## src/rtl/effect_ctrl_pkg.sv

```systemverilog
// Shared constants, state type and direction helper for the AXIS effect controller.
package effect_ctrl_pkg;

    localparam int GAIN_WIDTH     = 25;
    localparam int GAIN_FRAC_BITS = 24;
    localparam logic [GAIN_WIDTH-1:0] GAIN_ONE = 25'h1000000;

    typedef enum logic [1:0] {
        HOLD      = 2'd0,
        RAMP_UP   = 2'd1,
        RAMP_DOWN = 2'd2
    } gain_state_t;

    function automatic gain_state_t gain_dir(input logic [GAIN_WIDTH-1:0] g,
                                             input logic [GAIN_WIDTH-1:0] t);
        if (g < t) return RAMP_UP;
        if (g > t) return RAMP_DOWN;
        return HOLD;
    endfunction

endpackage

```

## src/rtl/axis_effect_controller_btn_debounce.sv

```systemverilog
// Button synchroniser plus stability counter; btn_db follows btn only after
// DEBOUNCE_CYCLES consecutive cycles of disagreement, press marks its rising edge.
module btn_debounce #(
    parameter int DEBOUNCE_CYCLES = 1000000
) (
    input  logic clk,
    input  logic rst_n,
    input  logic btn,
    output logic btn_db,
    output logic press
);
    localparam int CNT_W = $clog2(DEBOUNCE_CYCLES + 1);
    localparam logic [CNT_W-1:0] CNT_LAST = CNT_W'(DEBOUNCE_CYCLES - 1);

    logic             btn_meta;
    logic             btn_sync;
    logic [CNT_W-1:0] cnt;

    always_ff @(posedge clk or negedge rst_n) begin
        if (!rst_n) begin
            btn_meta <= 1'b0;
            btn_sync <= 1'b0;
            cnt      <= '0;
            btn_db   <= 1'b0;
            press    <= 1'b0;
        end else begin
            btn_meta <= btn;
            btn_sync <= btn_meta;
            press    <= 1'b0;
            // A single-bit input that changes while disagreeing must fall back into agreement.
            if (btn_sync == btn_db) begin
                cnt <= '0;
            end else if (cnt == CNT_LAST) begin
                cnt    <= '0;
                btn_db <= btn_sync;
                press  <= btn_sync;
            end else begin
                cnt <= cnt + CNT_W'(1);
            end
        end
    end

endmodule

```

## src/rtl/axis_effect_controller.sv

```systemverilog
// Volume/clip configuration sequencer for the I2S2 AXIS datapath; settings change only on frame ticks.
// Optional build macro CLIP_TOGGLE_EN: button press toggles clipping instead of hold-to-clip.
//
//   state     | meaning
//   ----------+--------------------------------------------------
//   HOLD      | gain equals target, nothing to do
//   RAMP_UP   | gain below target, step up on each frame_tick
//   RAMP_DOWN | gain above target, step down on each frame_tick
module axis_effect_controller #(
    parameter int                    SWITCH_WIDTH    = 4,
    parameter int                    DATA_WIDTH      = 24,
    parameter int                    GAIN_WIDTH      = 25,
    parameter logic [GAIN_WIDTH-1:0] GAIN_STEP       = 25'h010000,
    parameter logic [DATA_WIDTH-1:0] CLIP_THRESH     = 24'h0F0000,
    parameter int                    DEBOUNCE_CYCLES = 1000000
) (
    input  logic                    clk,
    input  logic                    resetn,
    input  logic                    btn,
    input  logic [SWITCH_WIDTH-1:0] sw,
    input  logic                    frame_tick,
    output logic [GAIN_WIDTH-1:0]   gain,
    output logic                    clip_en,
    output logic [DATA_WIDTH-1:0]   clip_thresh,
    output logic                    ramping,
    output logic                    cfg_update
);
    import effect_ctrl_pkg::*;

    localparam logic [GAIN_WIDTH-1:0] SW_MAX    = GAIN_WIDTH'((1 << SWITCH_WIDTH) - 1);
    localparam logic [GAIN_WIDTH-1:0] GAIN_UNIT = GAIN_ONE / SW_MAX;

    logic                    rst_meta;
    logic                    rst_int_n;
    logic [SWITCH_WIDTH-1:0] sw_meta;
    logic [SWITCH_WIDTH-1:0] sw_sync;
    logic [GAIN_WIDTH-1:0]   target;
    logic [GAIN_WIDTH-1:0]   gain_nxt;
    logic                    btn_db;
    logic                    press;
    logic                    clip_req;
    logic                    clip_nxt;
    gain_state_t             state;

    // Assert asynchronously, release on a clock edge.
    always_ff @(posedge clk or negedge resetn) begin
        if (!resetn) begin
            rst_meta  <= 1'b0;
            rst_int_n <= 1'b0;
        end else begin
            rst_meta  <= 1'b1;
            rst_int_n <= rst_meta;
        end
    end

    always_ff @(posedge clk or negedge rst_int_n) begin
        if (!rst_int_n) begin
            sw_meta <= '0;
            sw_sync <= '0;
        end else begin
            sw_meta <= sw;
            sw_sync <= sw_meta;
        end
    end

    always_comb begin
        if (sw_sync == '1) target = GAIN_ONE;
        else               target = GAIN_WIDTH'(sw_sync) * GAIN_UNIT;
    end

    btn_debounce #(
        .DEBOUNCE_CYCLES(DEBOUNCE_CYCLES)
    ) u_btn_debounce (
        .clk    (clk),
        .rst_n  (rst_int_n),
        .btn    (btn),
        .btn_db (btn_db),
        .press  (press)
    );

`ifdef CLIP_TOGGLE_EN
    logic clip_tog;

    assign clip_req = clip_tog ^ press;

    always_ff @(posedge clk or negedge rst_int_n) begin
        if (!rst_int_n) clip_tog <= 1'b0;
        else            clip_tog <= clip_req;
    end
`else
    // press can only be high while btn_db is, so this is plain hold-to-clip.
    assign clip_req = btn_db | press;
`endif

    assign clip_nxt    = frame_tick ? clip_req : clip_en;
    assign clip_thresh = CLIP_THRESH;

    // Steps are clamped at the target; a stale direction after a reversal steps nothing.
    always_comb begin
        gain_nxt = gain;
        if (frame_tick && state == RAMP_UP && gain < target)
            gain_nxt = (target - gain > GAIN_STEP) ? gain + GAIN_STEP : target;
        else if (frame_tick && state == RAMP_DOWN && gain > target)
            gain_nxt = (gain - target > GAIN_STEP) ? gain - GAIN_STEP : target;
    end

    always_ff @(posedge clk or negedge rst_int_n) begin
        if (!rst_int_n) begin
            state      <= HOLD;
            gain       <= '0;
            clip_en    <= 1'b0;
            ramping    <= 1'b0;
            cfg_update <= 1'b0;
        end else begin
            state      <= gain_dir(gain_nxt, target);
            ramping    <= (gain_dir(gain_nxt, target) != HOLD);
            gain       <= gain_nxt;
            clip_en    <= clip_nxt;
            cfg_update <= (gain_nxt != gain) || (clip_nxt != clip_en);
        end
    end

endmodule

```

## config.mk

```make
export PLATFORM = sky130hd
export DESIGN_NAME = axis_effect_controller
export DESIGN_NICKNAME = d
export VERILOG_FILES = /design/src/rtl/effect_ctrl_pkg.sv /design/src/rtl/axis_effect_controller_btn_debounce.sv /design/src/rtl/axis_effect_controller.sv
export SDC_FILE = /design/constraint.sdc
export NUM_CORES = 1
export LEC_CHECK = 0
export BUFFER_PORTS_ARGS = -buffer_cell sky130_fd_sc_hd__buf_4
export CORE_ASPECT_RATIO = 0.5
export CORE_MARGIN = 1
export CORE_UTILIZATION = 30
export CTS_CLUSTER_SIZE = 25
export DETAILED_ROUTE_END_ITERATION = 8
export SKIP_CTS_REPAIR_TIMING = 1
export SLEW_MARGIN = 30
export SYNTH_ARGS = -nofsm -noshare
export SYNTH_HDL_FRONTEND = slang
export SYNTH_SLANG_ARGS = --single-unit
```

## constraint.sdc

```tcl
create_clock -name clk -period 6 [get_ports clk]
set_input_delay 0.3 -clock clk [delete_from_list [all_inputs] [get_ports clk]]
set_output_delay 0.3 -clock clk [all_outputs]
set_load 0.1 [all_outputs]
```

==> metrics.md <==
| Metric | Value |
|---|---|
| Syn_area_per_cell | `7.96 um2` |
| H-tree depth | `3` |
| Netlist cell types | `85` |
| Crit-path max cell delay | `550 ps` |
| Fmax achieved | `166 MHz` |
| Status | `complete, but fails checks` |
| First-pass GRT wire length | `40.6 mm` |
| Share of post-route cells with drive strength above 1 | `0.321` |
| Crit start category | `flop` |
| Final Cell Area | `0.00976 mm2` |
| RSZ-0062 raised after global routing | `yes` |
| CP Class | `flop to flop` |
| Die width | `220 um` |
| # rows | `39` |
| Final worst-path cycle share | `1.00` |
| Static Leak | `4.44 nW` |
| Initial core utilization | `0.310` |
| Max_cap viols | `0` |
| Maximum vdd ir drop | `0.260 mV` |
| DRT Pass-1 Iters | `7` |
| Main synth FF type | `dfrtp_1` |
| Async set-or-reset flop fraction in the synthesized netlist | `1.00` |
| Worst-Margin Slew | `862 ps` |
| Failing checks | `DRC, setup timing` |
| Met1 usage | `0.307` |
| Final GP Congestion | `1.02` |
| Fin Setup TNS | `-18.8 ps` |
| Clock Path Buffers | `2` |
| Pwr/cell area | `385 mW/mm2` |
| Vias in the first global route | `7547` |
| Min Tclk post-route | `6020 ps` |
| Most used cell, CP | `o21a_1` |
| GR Overflow Total | `0` |
| Detail Route Antenna Nets | `0` |
| Post-DP HPWL | `20.5 mm` |
| Initial drt markers | `642` |
| Power, Total | `3.76 mW` |
| Final WL | `26.2 mm` |
| Fin util | `0.423` |
| Final setup viols | `1` |
| Syn. warnings | `0` |
| Min-delay worst type | `input port to flop` |
| GR Util met2 | `0.317` |
| Root buffer cell | `clkbuf_16` |
| Ports | `60` |
| Die area | `0.0245 mm2` |
| Largest net degree at the start of global routing | `63` |
| CP delay by family, top | `compound AO/OA/AOI/OAI gates` |
| Busiest grt layer | `met2` |
| GRT Total Usage | `0.210` |
| Routed WL per cell | `18.4 um` |
| Max Slew Vio Count | `0` |
| Crit path buf inv count | `4` |
| Layout Skew | `5.41 ps` |
| CTS sink cnt | `64` |
| Final Net Count | `1183` |
| Die Height | `111 um` |
| Vias/cell | `5.62` |
| Crit. End Element | `flop` |
| # DRC | `3` |
| Worst EP required | `6280 ps` |
| TritonCTS buffer count | `9` |
| Number of synthesized flops with an enable pin | `0` |
| Initial antenna violation count | `1` |
| Sequential share of the synthesized area | `0.224` |
| Synthesis-to-layout area growth | `36.6%` |
| Met3 usage | `0.0200` |
| Post-Synthesis Cells | `898` |
| Max transition margin | `0.410` |
| Area post-placement | `0.00894 mm2` |
| Vias | `7968` |
| CTS tree | `built` |
| Ant. Diodes | `0` |
| Worst Path Arrival | `6300 ps` |
| Worst-path maximum fanout | `6` |
| CP max-delay cell | `o41a_1` |
| Setup WS post-layout | `-18.8 ps` |
| Fillcell total | `2302` |
| Mapped Area | `0.00715 mm2` |
| Final hold vios | `0` |
| PortBufs | `35` |
| Clk slew on worst S/H paths | `60 ps` |
| Clock latency on the worst-skew pair | `340 ps` |
| Register bit total from synthesis | `64` |
| Core Footprint | `0.0231 mm2` |
-- cell usage after synthesis, types with 16 or more instances --
| library cell | number | area share |
|---|---|---|
| xor2_1 | 16 | 0.020 |
| xnor2_1 | 33 | 0.040 |
| a21oi_1 | 59 | 0.041 |
| inv_1 | 36 | 0.019 |
| buf_4 | 27 | 0.028 |
| buf_2 | 16 | 0.011 |
| nor2_1 | 74 | 0.039 |
| a21o_1 | 33 | 0.035 |
| dfrtp_1 | 64 | 0.22 |
| ha_1 | 67 | 0.12 |
| nand4_1 | 29 | 0.025 |
| clkbuf_1 | 17 | 0.0089 |
| nor3_1 | 18 | 0.013 |
| o21ai_0 | 49 | 0.034 |
| nand2_1 | 80 | 0.042 |
| nand3_1 | 30 | 0.021 |
-- worst paths after layout --
path | startpoint | end | slack (ps) | cells past startpoint
setup / recovery | sw_sync[2]$_DFF_PN0_ | ramping$_DFF_PN0_ | -20 | 32
hold / removal | sw[2] | sw_meta[2]$_DFF_PN0_ | 70 | 1
setup reg to reg | sw_sync[2]$_DFF_PN0_ | ramping$_DFF_PN0_ | -20 | 32
hold reg to reg | rst_meta$_DFF_PN0_ | rst_int_n$_DFF_PN0_ | 350 | 0
max in group asynchronous | rst_int_n$_DFF_PN0_ | gain[16]$_DFF_PN0_ | 5010 | 1
min in group asynchronous | resetn | rst_int_n$_DFF_PN0_ | 280 | 2
-- per-layer routing --
layer	part of all wire	wire [um]
met2	0.44	11500
met5	0.00050	13
met4	0.030	788
met1	0.47	12300
met3	0.059	1550
-- report_power, final --
part | total, mW | internal (mW) | leakage (nW) | switching (mW)
combinational | 2.60 | 0.984 | 3.45 | 1.62
sequential | 0.545 | 0.491 | 0.821 | 0.0541
clock | 0.616 | 0.411 | 0.172 | 0.205
total | 3.76 | 1.89 | 4.44 | 1.87
-- worst register-to-register path, delay by kind of cell, from the launching register on --
family | cells | cell delay, ps
AO/OA/AOI/OAI | 17 | 3230
adder cells (fa/ha/maj) | 2 | 530
buffers and inverters | 4 | 650
flip-flops | 1 | 420
AND/OR/NAND/NOR | 9 | 1120
-- cell families after synthesis --
family	after synthesis	share of synthesized area
AOI/OAI and AO/OA	283	0.275
xor gates and xnor gates	49	0.0601
adders and majority gates	68	0.120
buffers and inverters	106	0.0784
DFF	64	0.224
muxes	15	0.0217
other	2	0.00105
and+or+nand+nor	311	0.220
-- state kept, by name, summed over array words and instances, names as in the netlist --
register                 count
sw_sync                      4
u_btn_debounce.cnt          20
ramping                      1
cfg_update                   1
state                        2
clip_en                      1
gain                        25
sw_meta                      4
u_btn_debounce.press         1
rst_int_n                    1
rst_meta                     1
u_btn_debounce.btn_db        1
u_btn_debounce.btn_meta      1
u_btn_debounce.btn_sync      1
-- cell usage in the layout, fill, tap and decap left out, types with 6 or more instances in the layout --
master	count
a211oi_1	6
a31oi_1	13
dfrtp_1	55
a221oi_1	6
nor2b_1	10
nand2_1	77
nor2_1	70
or3_1	8
ha_1	52
buf_4	238
o21ai_1	11
conb_1	25
ha_2	9
a21o_1	33
xnor2_1	31
inv_1	34
o22ai_1	8
and3_1	15
a21oi_1	50
o211ai_1	8
dfrtp_2	9
clkbuf_16	9
nor3_1	17
nand4_1	29
o21ai_0	45
a21oi_2	11
nand3_1	29
ha_4	6
xor2_1	16
o21a_1	12
mux2i_1	11
-- stage by stage --
step           worst slack, ps  hold slack (ps)  std cells
3_5_place_dp              -220             84.6       1385
4_1_cts                   -243             -277       1401
5_1_grt                   -253             57.6       1419
3_3_place_gp              -282             82.1       1385
2_1_floorplan             -104             4.41        921
6_report                 -18.8             67.1       1419
-- area by class of cell --
type	count	area (um2)	area share
inverter	39	163	0.0167
clock buffer	9	225	0.0231
sequential	64	1610	0.165
tap	307	384	0.0393
clock inverter	7	128	0.0131
multi-input combinational	751	5430	0.556
timing repair buffer	242	1820	0.187
Note: power is estimated with default switching activity, not from simulation.
